## src/rtl/conv_pkg.sv

```systemverilog
// Shared constants, pixel/window types and tap indexing for the convolution window reader.
package conv_pkg;

  localparam int IMG_DIM = 28;
  localparam int KSZ     = 5;
  localparam int PAD     = (KSZ - 1) / 2;
  localparam int PAD_DIM = IMG_DIM + 2 * PAD;

  typedef logic [7:0] pix_t;
  typedef pix_t win_t [KSZ][KSZ];

  // Bit offset of tap (r,c) inside the flattened window bus.
  function automatic int tap_idx(input int r, input int c);
    return 8 * (KSZ * r + c);
  endfunction

endpackage

```

## src/rtl/conv_line_buffer.sv

```systemverilog
// One padded-row delay line: the output is the pixel pushed DEPTH shifts ago.
module conv_line_buffer
  import conv_pkg::*;
#(
  parameter int DEPTH = PAD_DIM
) (
  input  logic clk,
  input  logic rst,
  input  logic en,
  input  pix_t din,
  output pix_t dout
);

  localparam int PW = $clog2(DEPTH);

  pix_t           mem [DEPTH];
  logic [PW-1:0]  ptr_reg;

  // Contents are never reset; every entry is rewritten before it is read back.
  always_ff @(posedge clk) begin
    if (en) mem[ptr_reg] <= din;
  end

  always_ff @(posedge clk or posedge rst) begin
    if (rst)     ptr_reg <= '0;
    else if (en) ptr_reg <= (ptr_reg == PW'(DEPTH - 1)) ? '0 : ptr_reg + 1'b1;
  end

  assign dout = mem[ptr_reg];

endmodule

```

## src/rtl/conv_window_reader.sv

```systemverilog
// Scans the zero-padded image out of SRAM and streams KSZ x KSZ windows with valid/ready.
// Optional build macro PAD_FORCE_ZERO_EN: skip padding reads and inject zeros instead.
module conv_window_reader
  import conv_pkg::*;
#(
  parameter int IMG_DIM = 28,
  parameter int KSZ     = 5,
  parameter int ADDR_W  = 10
) (
  input  logic                 clk,
  input  logic                 rst,
  input  logic                 start,
  output logic                 sram_rd_en,
  output logic [ADDR_W-1:0]    sram_raddr,
  input  logic [7:0]           sram_rdata,
  output logic                 win_valid,
  input  logic                 win_ready,
  output logic [8*KSZ*KSZ-1:0] win_data,
  output logic [4:0]           out_row,
  output logic [4:0]           out_col,
  output logic                 busy,
  output logic                 done
);

  localparam int PD   = (KSZ - 1) / 2;
  localparam int PDIM = IMG_DIM + 2 * PD;
  localparam int CW   = $clog2(PDIM);
  localparam int NLB  = KSZ - 1;

  logic              busy_reg, rd_vld_reg, rd_en_reg;
  logic [ADDR_W-1:0] raddr_reg;
  logic [CW-1:0]     rd_pr_reg, rd_pc_reg;
  logic              cap_pend_reg, cap_zero_reg;
  logic [CW-1:0]     cap_pr_reg, cap_pc_reg;
  logic              hold_vld_reg;
  pix_t              hold_data_reg;
  win_t              win_reg;
  logic              win_valid_reg, last_reg;
  logic [4:0]        out_row_reg, out_col_reg;

  logic              adv, issue, start_go, push, emit, last_pos, scan_last, nxt_zero;
  logic [CW-1:0]     nxt_pr, nxt_pc;
  pix_t              cap_pix, cur_pix;
  pix_t              col_pix [KSZ];
  pix_t              lb_in   [NLB];
  pix_t              lb_out  [NLB];

  always_comb begin
    adv       = ~win_valid_reg | win_ready;
    start_go  = start & ~busy_reg;
    issue     = adv & rd_vld_reg;
    cap_pix   = cap_zero_reg ? '0 : sram_rdata;
    // The hold register and a fresh SRAM return are never live together.
    cur_pix   = hold_vld_reg ? hold_data_reg : cap_pix;
    push      = (hold_vld_reg | cap_pend_reg) & adv;
    emit      = (cap_pr_reg >= CW'(KSZ - 1)) && (cap_pc_reg >= CW'(KSZ - 1));
    last_pos  = (cap_pr_reg == CW'(PDIM - 1)) && (cap_pc_reg == CW'(PDIM - 1));
    scan_last = (rd_pr_reg == CW'(PDIM - 1)) && (rd_pc_reg == CW'(PDIM - 1));
    nxt_pr    = rd_pr_reg;
    nxt_pc    = rd_pc_reg + 1'b1;
    if (start_go) begin
      nxt_pr = '0;
      nxt_pc = '0;
    end else if (rd_pc_reg == CW'(PDIM - 1)) begin
      nxt_pc = '0;
      nxt_pr = rd_pr_reg + 1'b1;
    end
`ifdef PAD_FORCE_ZERO_EN
    nxt_zero = (nxt_pr < CW'(PD)) || (nxt_pr >= CW'(PDIM - PD)) ||
               (nxt_pc < CW'(PD)) || (nxt_pc >= CW'(PDIM - PD));
`else
    nxt_zero = 1'b0;
`endif
  end

  // Read stage: registered strobe/address, held while the pipeline is frozen.
  always_ff @(posedge clk or posedge rst) begin
    if (rst) begin
      busy_reg   <= 1'b0;
      rd_vld_reg <= 1'b0;
      rd_en_reg  <= 1'b0;
      rd_pr_reg  <= '0;
      rd_pc_reg  <= '0;
      raddr_reg  <= '0;
    end else if (start_go) begin
      busy_reg   <= 1'b1;
      rd_vld_reg <= 1'b1;
      rd_en_reg  <= ~nxt_zero;
      rd_pr_reg  <= nxt_pr;
      rd_pc_reg  <= nxt_pc;
      raddr_reg  <= '0;
    end else begin
      if (done) busy_reg <= 1'b0;
      if (issue) begin
        if (scan_last) begin
          rd_vld_reg <= 1'b0;
          rd_en_reg  <= 1'b0;
        end else begin
          rd_en_reg <= ~nxt_zero;
          rd_pr_reg <= nxt_pr;
          rd_pc_reg <= nxt_pc;
          raddr_reg <= raddr_reg + 1'b1;
        end
      end
    end
  end

  // Capture, hold and window stages.
  always_ff @(posedge clk or posedge rst) begin
    if (rst) begin
      cap_pend_reg  <= 1'b0;
      cap_zero_reg  <= 1'b0;
      cap_pr_reg    <= '0;
      cap_pc_reg    <= '0;
      hold_vld_reg  <= 1'b0;
      hold_data_reg <= '0;
      win_valid_reg <= 1'b0;
      last_reg      <= 1'b0;
      out_row_reg   <= '0;
      out_col_reg   <= '0;
      for (int r = 0; r < KSZ; r++)
        for (int c = 0; c < KSZ; c++)
          win_reg[r][c] <= '0;
    end else begin
      cap_pend_reg <= issue;
      if (issue) begin
        cap_zero_reg <= ~rd_en_reg;
        cap_pr_reg   <= rd_pr_reg;
        cap_pc_reg   <= rd_pc_reg;
      end
      if (cap_pend_reg && !adv) begin
        hold_vld_reg  <= 1'b1;
        hold_data_reg <= cap_pix;
      end else if (adv) begin
        hold_vld_reg <= 1'b0;
      end
      if (adv) win_valid_reg <= push & emit;
      if (push) begin
        for (int r = 0; r < KSZ; r++) begin
          for (int c = 0; c < KSZ - 1; c++)
            win_reg[r][c] <= win_reg[r][c+1];
          win_reg[r][KSZ-1] <= col_pix[r];
        end
        if (emit) begin
          out_row_reg <= 5'(cap_pr_reg - CW'(KSZ - 1));
          out_col_reg <= 5'(cap_pc_reg - CW'(KSZ - 1));
          last_reg    <= last_pos;
        end
      end
    end
  end

  // Line buffer i delays by i+1 padded rows; the newest column enters at the bottom row.
  genvar gi, gj;
  generate
    for (gi = 0; gi < NLB; gi++) begin : g_lb
      if (gi == 0) begin : g_head
        assign lb_in[gi] = cur_pix;
      end else begin : g_tail
        assign lb_in[gi] = lb_out[gi-1];
      end
      conv_line_buffer #(.DEPTH(PDIM)) u_lb (
        .clk  (clk),
        .rst  (rst),
        .en   (push),
        .din  (lb_in[gi]),
        .dout (lb_out[gi])
      );
      assign col_pix[gi] = lb_out[NLB-1-gi];
    end
    assign col_pix[KSZ-1] = cur_pix;

    for (gi = 0; gi < KSZ; gi++) begin : g_row
      for (gj = 0; gj < KSZ; gj++) begin : g_col
        assign win_data[tap_idx(gi, gj) +: 8] = win_reg[gi][gj];
      end
    end
  endgenerate

  assign sram_rd_en = rd_en_reg;
  assign sram_raddr = raddr_reg;
  assign win_valid  = win_valid_reg;
  assign out_row    = out_row_reg;
  assign out_col    = out_col_reg;
  assign done       = win_valid_reg & win_ready & last_reg;
  assign busy       = busy_reg & ~done;

endmodule

```

## config.mk

```make
export PLATFORM = sky130hd
export DESIGN_NAME = conv_window_reader
export DESIGN_NICKNAME = d
export VERILOG_FILES = /design/src/rtl/conv_pkg.sv /design/src/rtl/conv_line_buffer.sv /design/src/rtl/conv_window_reader.sv
export SDC_FILE = /design/constraint.sdc
export NUM_CORES = 2
export LEC_CHECK = 0
export CORE_MARGIN = 3
export CORE_UTILIZATION = 41
export CTS_BUF_LIST = sky130_fd_sc_hd__clkbuf_2 sky130_fd_sc_hd__clkbuf_4 sky130_fd_sc_hd__clkbuf_8
export DETAILED_ROUTE_END_ITERATION = 12
export PLACE_DENSITY = 0.61
export SLEW_MARGIN = 5
export SYNTH_ARGS = -nofsm -noshare
export SYNTH_HDL_FRONTEND = slang
export SYNTH_SLANG_ARGS = --single-unit
export TNS_END_PERCENT = 1
```

## constraint.sdc

```tcl
create_clock -name clk -period 14.4 [get_ports clk]
set_input_delay 2.16 -clock clk [delete_from_list [all_inputs] [get_ports clk]]
set_output_delay 2.16 -clock clk [all_outputs]
set_load 0.01 [all_outputs]
```

==> flow_summary.toml <==
[synthesis]
synthMostInstantiatedCell = "edfxtp_1"
post_synth_num_cell_types = 64
syn-mean-instance-area_um2 = 15.2
synthesis.nets = 3414
synth.yosys.seq_area_share = 0.737
synth_edf_count = 1024
synth_cells = 3371
synth.ff_latch_count = 1300
synth_top_cells_by_area = "edfxtp_1, dfrtp_1, mux2i_1"
postSynth.topFlopCell = "edfxtp_1"
yosys.area.top_type_share = 0.602
synth.largest_area_cell = "edfxtp_1"
fraction_of_synthesis_flops_using_an_asynchronous_set_or_reset_pin = 0.212
synth_common_cells = "edfxtp_1, nand2_1, mux2i_1"
netlist_area_um2 = 51100
synth_warnings = 0

[outcome]
outcome = "complete, no violations"

[sta]
achievable-frequency_mhz = 176
whs_ns = 0.472
report.final.slew_viol_count = 0
max_slew_headroom = 0.155
finalClockSkew_ns = 0.0436
report.final.setup_viol = 0
fin_setup_tns_ns = 0
timing.final.crit_share = 0.394
hold_viol = 0
worst_slew_pin_slew_ns = 1.26
fin_crit_ns = 5.68
rsz0062_at_grt = "false"

[clock_tree]
cts_buffers = 204
postCtsHoldBufs = 0
clock_latency_ns = 0.88
h-tree-depth = 4
post_cts.resized_instances = 0
clock_tree_from_tritoncts = "done"
clock_sink_count = 1300
post-cts-setup-buffers = 0
ctsLongestPathBuffers = 3
cts.reportedPaths.clkPinSlew_ns = 0.06
clockRootBuffer = "clkbuf_8"

[run]
drv.max_cap_violation_count = 0

[critical_path]
worst_r2r_endpoint = "g_lb[2].u_lb.mem[27][6]$_DFFE_PP_"
worst-r2r-cell-count = 6
r2r-start = "g_lb[1].u_lb.ptr_reg[1]$_DFFE_PP0P_"
critical-path-top-cell-by-count = "clkdlybuf4s50_1"
worst_path_largest_cell_delay_ns = 0.55
critPathKind = "in2out"
timing.critical_path.arrival_ns = 3.52
crit_path_required_time_ns = 12.24
crit_path_start = "win_ready"
worst-path-max-fanout = 3
type_of_element_capturing_the_critical_path = "primary output"
standard_cell_with_the_maximum_stage_delay_on_the_critical_path = "clkdlybuf4s50_1"
timing.reg2reg.setup_slack_ns = 9.29
crit_end = "busy"
path_cells = "clkdlybuf4s50_1 > and3_1 > nor2b_1 > clkdlybuf4s50_1"
worstSetupStartpointType = "primary input"

[place]
place.port_buffers = 235
placed_area_um2 = 55100
dp_hpwl_um = 78000
dpl.cell_count = 5108
gp_congestion = 0.814

[route]
detailedRoute.firstIterationViolations = 2716
remaining_drc_errors = 0
vias = 29100
drt-vias-per-instance = 5.30
antenna_violating_nets_post_route = 0
wl_per_cell_um = 22.6
drt_wl_total_um = 124000
drt_first_pass_iters = 6

[power_and_ir_drop]
power_density_nw_per_um2 = 238
clockPowerShare = 0.226
report.power.total_uw = 14100
max-vdd-ir-drop_mv = 0.189
p_leak_uw = 0.0222
power_switching_uw = 5060
power.combinational.fraction = 0.319
cellInternalPower_uw = 9060
netSwitchingFraction = 0.358
seqPwrFrac = 0.454

[final_layout]
nets = 3732
final-instance-count-excl-fill = 5501
area_delta_synth_final_pct = 16.2
final_layout_size_suffix_gt1_frac = 0.125
number_of_flip_flops_in_the_largest_register = 1024
layout.cell_area.non_filler_um2 = 59400

[global_route]
grt_pass1_wl_um = 187000
groute.usage.overall = 0.189
grt_antenna_before_repair = 4
grt_overflow = 0
first_global_vias = 29200
grt_start_max_net_pins = 167

[floorplanning]
design.die.area_um2 = 129000
coreArea_um2 = 123000
boundaryPins = 236
die_width_um = 359
start_util = 0.416
die_y_um = 359
row_count = 128

[min_path]
hp-class = "reg2reg"
-- power by group through the flow --
| stage | Clock [uW] | Combinational [uW] | Sequential (uW) |
|---|---|---|---|
| 4_1_cts | 3270 | 4560 | 6430 |
| 3_5_place_dp | 0 | 4550 | 6490 |
| 5_1_grt | 3450 | 4870 | 6510 |
| 3_3_place_gp | 0 | 4490 | 6480 |
| 2_1_floorplan | 0 | 2500 | 6270 |
| 6_report | 3200 | 4500 | 6420 |
-- cells in the final DEF (no fill, tap or decap), drive strengths merged, types with 10 or more instances in the layout --
master	n
nor3	15
a21oi	20
nor2	173
or4b	11
a31oi	24
mux4	43
buf	48
and3	14
dfrtp	276
mux2i	426
and2	17
mux2	20
inv	29
nor4	53
nand3	27
o21ai	44
edfxtp	1024
clkinv	80
nand2b	12
or3	10
nand3b	11
a22oi	13
clkdlybuf4s50	235
nand2	612
o22ai	203
ha	31
clkbuf	289
nand4	21
-- cell type report --
class,count,area (um^2)
inverters,23,93.8
flip-flops and latches,1300,37700
clock inverters,98,712
repair buffers,283,2730
clock buffers,289,3560
multi-input cells,1877,12600
well taps,1625,2030
diodes,6,15.0
fillers,10600,63300
-- critical path, delay by kind of cell --
kind | cells | cell delay [ns]
simple gates | 2 | 0.34
buf+inv | 2 | 1.02
-- stage by stage --
step / utilization / worst slack [ns]
after floorplan: - / 4.63
after global routing: 0.484 / 8.66
after CTS: 0.484 / 8.70
final: 0.484 / 8.72
after detailed placement: 0.449 / 8.52
after global placement: 0.449 / 8.56
-- layer usage --
layer	GRT usage	wire length (um)	vias to the layer above
met5	0	12	-
met2	0.296	58000	1016
met3	0.0405	8520	189
met1	0.266	54800	14600
met4	0.0567	2750	2
li1	-	-	13400
-- how the worst min path moves through the flow --
stage                            startpoint                            to  cells past startpoint
6_report            win_data[0]$_DFFE_PP0P_       win_data[0]$_DFFE_PP0P_                      2
4_1_cts           win_data[160]$_DFFE_PP0P_     win_data[160]$_DFFE_PP0P_                      2
3_3_place_gp      win_data[125]$_DFFE_PP0P_     win_data[125]$_DFFE_PP0P_                      2
3_5_place_dp      win_data[160]$_DFFE_PP0P_     win_data[160]$_DFFE_PP0P_                      2
2_1_floorplan  hold_data_reg[6]$_DFFE_PP0P_  hold_data_reg[6]$_DFFE_PP0P_                      2
5_1_grt           win_data[125]$_DFFE_PP0P_     win_data[125]$_DFFE_PP0P_                      2
-- logic make-up after synthesis --
kind of cell	synth area share
flops	0.737
simple gates	0.0876
compound gates	0.0404
fa+ha+maj	0.00759
mux	0.107
buf+inv	0.0180
xor+xnor	0.00206
Power figures use the tool's default switching activity.
